**src/rtl/bcd_ms_timer.sv**
```systemverilog
// bcd_ms_timer -- millisecond reaction-time counter feeding the 7-segment BCD decoders.
//
// Counts elapsed time as four BCD digits (S.mmm, 0.000 .. 9.999) under
// start/stop/clear control. Every output comes straight from a flop.
//
// Optional build macro: BCD_TIMER_OVF_BLANK_EN
//   defined   : in OVF the digits read 4'hF and dp reads 4'b0000, so the display goes dark
//               (the internal count still holds 9999)
//   undefined : OVF shows 9.999 with the decimal point lit
//
// Parameters
//   CLK_HZ, TICK_HZ : clock and count rates; DIV = CLK_HZ/TICK_HZ, an integer >= 2
// Ports
//   clk             : system clock, rising edge
//   rst_n           : asynchronous active-low reset; its release is synchronized
//   clear           : synchronous return to IDLE with count 0000 (highest priority)
//   start           : start/restart request (beats nothing; stop beats it)
//   stop            : stop request (only acts in RUN)
//   digit0..digit3  : ms units, ms tens, ms hundreds, seconds
//   dp              : decimal-point enables, bit n belongs to digitn
//   running         : high in RUN
//   overflow        : high in OVF
module bcd_ms_timer #(
    parameter int CLK_HZ  = 50_000_000,
    parameter int TICK_HZ = 1000
) (
    input  logic       clk,
    input  logic       rst_n,
    input  logic       clear,
    input  logic       start,
    input  logic       stop,
    output logic [3:0] digit0,
    output logic [3:0] digit1,
    output logic [3:0] digit2,
    output logic [3:0] digit3,
    output logic [3:0] dp,
    output logic       running,
    output logic       overflow
);

    localparam int DIV = CLK_HZ / TICK_HZ;
    localparam int PW  = (DIV > 1) ? $clog2(DIV) : 1;
    localparam logic [PW-1:0] PSC_MAX = PW'(DIV - 1);

    typedef enum logic [1:0] {S_IDLE, S_RUN, S_HOLD, S_OVF} state_t;

    state_t          r_state, w_state_nxt;
    logic [3:0][3:0] r_cnt, w_cnt_nxt, w_cnt_inc;
    logic [PW-1:0]   r_psc, w_psc_nxt;
    logic [3:0][3:0] r_dout, w_dout_nxt;
    logic [3:0]      r_dp, w_dp_nxt;
    logic            r_running, r_overflow;
    logic            r_rst_ok;
    logic            w_carry;
    logic            w_tick;
    logic            w_cnt_max;

    // Release qualifier: the edge that first sees rst_n high only arms this flop,
    // so the second rising edge after deassertion is the first functional one.
    always_ff @(posedge clk or negedge rst_n) begin
        if (!rst_n) r_rst_ok <= 1'b0;
        else        r_rst_ok <= 1'b1;
    end

    // BCD increment, ripple carry from ms units up to seconds.
    always_comb begin
        w_cnt_inc = r_cnt;
        w_carry   = 1'b1;
        for (int i = 0; i < 4; i++) begin
            if (w_carry) begin
                if (r_cnt[i] == 4'd9) begin
                    w_cnt_inc[i] = 4'd0;
                end else begin
                    w_cnt_inc[i] = r_cnt[i] + 4'd1;
                    w_carry      = 1'b0;
                end
            end
        end
    end

    assign w_tick    = (r_psc == PSC_MAX);
    assign w_cnt_max = (r_cnt == 16'h9999);

    // Next state / count / prescaler. Priority: clear > stop > start > counting.
    always_comb begin
        w_state_nxt = r_state;
        w_cnt_nxt   = r_cnt;
        w_psc_nxt   = r_psc;
        if (clear) begin
            w_state_nxt = S_IDLE;
            w_cnt_nxt   = '0;
            w_psc_nxt   = '0;
        end else if (stop) begin
            // A tick landing on the stop edge is dropped: count stays as it was.
            if (r_state == S_RUN) w_state_nxt = S_HOLD;
        end else if (start && r_state != S_RUN) begin
            w_state_nxt = S_RUN;
            w_cnt_nxt   = '0;
            w_psc_nxt   = '0;
        end else if (r_state == S_RUN) begin
            if (w_tick) begin
                w_psc_nxt = '0;
                if (w_cnt_max) w_state_nxt = S_OVF;
                else           w_cnt_nxt   = w_cnt_inc;
            end else begin
                w_psc_nxt = r_psc + PW'(1);
            end
        end
    end

    // Display image for the next cycle, so the outputs can be flops.
    always_comb begin
        w_dout_nxt = w_cnt_nxt;
        w_dp_nxt   = 4'b1000;
`ifdef BCD_TIMER_OVF_BLANK_EN
        if (w_state_nxt == S_OVF) begin
            w_dout_nxt = 16'hFFFF;
            w_dp_nxt   = 4'b0000;
        end
`endif
    end

    always_ff @(posedge clk or negedge rst_n) begin
        if (!rst_n) begin
            r_state    <= S_IDLE;
            r_cnt      <= '0;
            r_psc      <= '0;
            r_dout     <= '0;
            r_dp       <= 4'b1000;
            r_running  <= 1'b0;
            r_overflow <= 1'b0;
        end else if (r_rst_ok) begin
            r_state    <= w_state_nxt;
            r_cnt      <= w_cnt_nxt;
            r_psc      <= w_psc_nxt;
            r_dout     <= w_dout_nxt;
            r_dp       <= w_dp_nxt;
            r_running  <= (w_state_nxt == S_RUN);
            r_overflow <= (w_state_nxt == S_OVF);
        end
    end

    assign digit0   = r_dout[0];
    assign digit1   = r_dout[1];
    assign digit2   = r_dout[2];
    assign digit3   = r_dout[3];
    assign dp       = r_dp;
    assign running  = r_running;
    assign overflow = r_overflow;

endmodule
```
**config.mk**
```make
export PLATFORM = sky130hd
export DESIGN_NAME = bcd_ms_timer
export DESIGN_NICKNAME = d
export VERILOG_FILES = /design/src/rtl/bcd_ms_timer.sv
export SDC_FILE = /design/constraint.sdc
export NUM_CORES = 1
export LEC_CHECK = 0
export CAP_MARGIN = 5
export CORE_MARGIN = 10
export CORE_UTILIZATION = 50
export DETAILED_ROUTE_END_ITERATION = 7
export DONT_BUFFER_PORTS = 1
export PLACE_DENSITY_LB_ADDON = 0.25
export SYNTH_ARGS = -nofsm -noshare
export SYNTH_HDL_FRONTEND = slang
export SYNTH_SLANG_ARGS = --single-unit
```
**constraint.sdc**
```tcl
create_clock -name clk -period 2.3 [get_ports clk]
set_input_delay 0.23 -clock clk [delete_from_list [all_inputs] [get_ports clk]]
set_output_delay 0.23 -clock clk [all_outputs]
set_load 0.1 [all_outputs]
```
---- Yosys cells after proc, flatten, opt, wreduce, memory -nomap -nowiden ----
Cells that the tools add are included.
storage, ports and cells
  register bits after elaboration ......... 37
  word-level logic and storage cells ...... 67
  input port bits ......................... 5
  output and inout bits ................... 22
cells by class
  reduce and logical (&&, ||, !) cells .... 11
  add/subtract/negate cells ............... 5
  mux-type cells .......................... 30
  equal/unequal tests ..................... 12
operators by type and width
  kind                   count
  $mux 16                11
  $eq 16x16->1 const B   2
  $mux 4                 7
  $reduce_and 6->1       3
  $add 16x1->16 const B  1
  $add 4x1->4 const B    4
  $eq 4x4->1 const B     4
  $reduce_bool 3->1      5
  $mux 2                 7
  $mux 1                 5
  $reduce_and 5->1       1
  $eq 2x1->1 const B     2
  $ne 3x2->1 const B     1
  $reduce_and 3->1       1
  $eq 2x2->1 const B     1
  $ne 2x1->1 const B     1
  $ne 2x2->1 const B     1
  $logic_and 1x1->1      1

---- Longest topological paths before layout ----
  depth after elaboration ................. 11
  gate-level depth with buffers ........... 9
  mapped depth without buffers ............ 7

---- Least setup slack after synthesis ----
No wires, ideal clock.
  path type ............................... flip-flop to flip-flop
  start ................................... register digit3[1] (netlist name)
  end ..................................... register r_dout, in the netlist digit2[2]
  required time ........................... 2203 ps
  setup slack ............................. -226 ps
  path buffers ............................ 1
  setup time .............................. 97 ps
  period minus slack after synthesis ...... 2526 ps
  stages on the path, launching flop included .. 9
  arrival ................................. 2429 ps
  cell sequence ........................... dfrtp_1 > inv_1 > ha_1 > and3b_1 > buf_2 > a211oi_2 > nand3_2 > or3_4 > o31ai_2
RTL lines
  what                  line  source
  end signal, assigned  136   r_dout <= w_dout_nxt;
  end, declared         50    logic [3:0][3:0] r_dout, w_dout_nxt;

---- Worst setup path after layout ----
  start ................................... register r_psc[0]
  end ..................................... register r_dout, in the netlist digit1[2]
on the way
  word-level cells in the longest chain between the ends .. 3
RTL lines
  what                         line  source
  start, declared              49    logic [PW-1:0] r_psc, w_psc_nxt;
  start signal, assigned       135   r_psc <= w_psc_nxt;
  $eq 16x16->1                 81    assign w_tick = (r_psc == PSC_MAX);
  $reduce_bool 3->1 (no line)  --
  $reduce_and 6->1 (no line)   --
No other way between the ends.
A chain may end at the register's enable or synchronous reset.

==> flow_summary_export.csv <==
group,metric,value,unit
outcome,status,"completed",
detailed_routing,drtPass1Iterations,4,
detailed_routing,ant_nets,0,
clocking,cts_tree,"built",
clocking,clk_pin_slew,0.08,ns
power_and_ir_drop,p_seq_share,48.1,%
synth,syn_inst,232,
die,core,0.00412,mm²
setup_path,reg2reg_to,"digit1[2]",
detailed_routing,drtIter0Drc,110,
cells_and_area,layout.nets,266,
power_and_ir_drop,peakVddDrop,329,µV
min_path,hold_start,"clear",
die,die_y,86.0,µm
sta,max_freq,486,MHz
placed_design,dp_hpwl,3370,µm
synth,syn_area,0.00217,mm²
synth,avgSynthCellArea,9.37,µm²
synth,ys_ff_latch,37,
placed_design,placed_area,0.00234,mm²
setup_path,reg2reg_depth,6,
power_and_ir_drop,leakage,1.10,nW
detailed_routing,drc,0,
job,cap_viol_max_count,0,
setup_path,startpoint_type,"flop",
die,die_area,0.00739,mm²
sta,finalSetupViolations,0,
power_and_ir_drop,clockPowerShare,41.5,%
detailed_routing,routedWlPerCell,15.0,µm
global_route,grt_first_pass_wirelength,8250,µm
die,rows,23,
clocking,cts_buffer_depth,2,
clocking,clockRootBuffer,"clkbuf_8",
placed_design,pre_cts_ws,0.149,ns
global_route,grt_pass1_vias,1715,
power_and_ir_drop,power.total,1.40,mW
synth,yosysWarningCount,0,
setup_path,ff2ff_setup_slack,0.24,ns
global_route,grt_max_degree,38,
sta,min_period_over_period,89.5,%
setup_path,crit_path_end_kind,"flop",
sta,worstMarginPinSlew,0.685,ns
global_route,grt_overflow_total,0,
synth,ys_types,53,
clocking,post_cts_buffers,0,
sta,fin_crit,2.06,ns
cells_and_area,fin_cells,303,
detailed_routing,viasPerCell,5.70,
cells_and_area,layout_commonest_cell,"dfrtp_1",
setup_path,arrival,2.27,ns
power_and_ir_drop,power.density,563,mW/mm²
power_and_ir_drop,power.switching,0.350,mW
cells_and_area,final_cell_mix,"dfrtp_1, buf_4, nor2_1",
global_route,antenna_found_initial,0,
power_and_ir_drop,swShare,25.0,%
synth,synth_edf_count,0,
power_and_ir_drop,intPower,1.05,mW
clocking,clkLatencyLatePin,0.29,ns
cells_and_area,final_cell_area,0.00249,mm²
cells_and_area,syn_to_final_growth,14.3,%
sta,slew_headroom,53.6,%
die,start_util,52.8,%
die,die_x,86.0,µm
setup_path,path_class,"flop to flop",
sta,fin_skew,0.00961,ns
setup_path,critPathRequiredTime,2.51,ns
cells_and_area,fillers,374,
sta,drv_slew,0,
synth,ys_seq_area_share,42.6,%
sta,post-route-worst-setup-slack,0.242,ns
placed_design,placedCellCount,293,
synth,synthArstFlopShare,100,%
sta,fin_tns_setup,0,ns
cells_and_area,final_layout_size_suffix_gt1_share,19.8,%
placed_design,placement.io_buffers,0,
min_path,hp-class,"input pin to flop",
synth,ys.flop_type,"dfrtp_1",
clocking,htree_levels,2,
sta,hold_viol,0,
clocking,cts.sinks,37,
placed_design,routabilityCongestion,0.856,
clocking,cts_buffers,5,
power_and_ir_drop,combPwrFrac,10.5,%
die,boundaryPins,27,
setup_path,path_max_fanout,7,
setup_path,r2r_start,"r_psc[0]",
min_path,min_to,"r_state[1]",
detailed_routing,wl,4560,µm
global_route,grtUsageTotal,13.5,%
sta,rsz0062_at_grt,"no",
detailed_routing,num_vias,1727,
cells_and_area,antennaDiodeCount,0,
min_path,holdPathStages,2,
[metrics by stage]
step,hold slack [ns],util (%)
global placement,-0.0644,56.8
finish,0.107,60.4
global route,0.105,60.4
floorplan,-0.0656,-
detailed placement,-0.0643,56.8
CTS,0.0968,60.3
[worst max-delay path by stage]
stage                         start         to  cells past startpoint  slack [ns]
after detailed placement   r_psc[0]  digit0[0]                      6        0.15
after global placement     r_psc[0]  digit2[1]                      6        0.25
after global routing       r_psc[0]  digit1[2]                      6        0.05
after CTS                  r_psc[0]  digit0[0]                      6        0.15
after floorplan           digit3[2]  digit2[2]                      6       0.006
final                      r_psc[0]  digit1[2]                      6        0.24
[sequential cells by signal, indices dropped and copies added (netlist names)]
signal / count
digit0: 4
digit1: 4
digit2: 4
digit3: 4
overflow: 1
r_psc: 16
r_rst_ok: 1
r_state: 2
running: 1
[final cells by class]
cell class	instances	area [µm²]	share of cell area, %
sequential	37	937	37.7
timing repair buffer	23	188	7.55
tap	50	62.6	2.52
clock inverter	1	30.0	1.21
multi-input combinational	171	1130	45.4
inverter	14	52.6	2.11
clock buffer	7	86.3	3.47
[what timing repair did]
item | 4_1_cts | 5_1_grt
resized for setup | 0 | 1
hold endpoints to repair | 37 | 0
endpoints found under the setup margin | 0 | 2
hold buffers | 2 | 0
[synth_stat cells, types with 3 or more instances]
cell type | count | share of area [%]
nor2_1 | 18 | 3.1
buf_2 | 5 | 1.2
dfrtp_1 | 37 | 43
nand3_1 | 9 | 2.1
xor2_1 | 10 | 4.0
o21ai_1 | 8 | 1.8
a21oi_1 | 9 | 2.1
nand3b_1 | 4 | 1.4
o21ai_0 | 10 | 2.3
nand2b_1 | 3 | 0.86
and3_1 | 3 | 0.86
buf_4 | 7 | 2.4
inv_1 | 14 | 2.4
and3b_1 | 3 | 1.2
nand4_1 | 9 | 2.6
o22ai_1 | 4 | 1.2
ha_1 | 9 | 5.2
nand3_2 | 3 | 1.4
nand2_1 | 15 | 2.6
or3_1 | 4 | 1.2
nor4_1 | 3 | 0.86
[logic make-up (layout without fill, tap and decap cells)]
group	after synthesis	count (layout)	synth area share, %
compound gates	51	51	15.2
fa+ha+maj	9	9	5.18
flops	37	37	42.6
buf+inv	27	45	6.16
xor+xnor	12	12	4.83
simple gates	92	92	24.8
mux	2	2	0.921
other cells	2	5	0.345
[worst max-delay path: stages (launching register included)]
cell     delay (ns)
dfrtp_1        0.38
ha_1           0.17
and3_1         0.26
and4_1         0.41
nand3_2        0.17
or4_1          0.49
o21ai_1        0.09
[power by group through the flow]
stage                     logic, mW  registers, mW  clock network (mW)
after CTS                     0.146          0.673               0.599
after global placement        0.126          0.686                   0
final                         0.147          0.673               0.581
after detailed placement      0.128          0.686                   0
after floorplan              0.0983          0.700                   0
after global routing          0.161          0.675               0.634
[metal layers]
| metal | vias to the layer above | share of wire, % | GRT usage [%] |
|---|---|---|---|
| met3 | 5 | 6.0 | 4.82 |
| met2 | 35 | 43 | 19.3 |
| li1 | 865 | - | - |
| met1 | 822 | 50 | 18.2 |
| met5 | - | 0 | 0 |
| met4 | 0 | 1.1 | 4.94 |
Note: power is estimated with default switching activity, not from simulation.
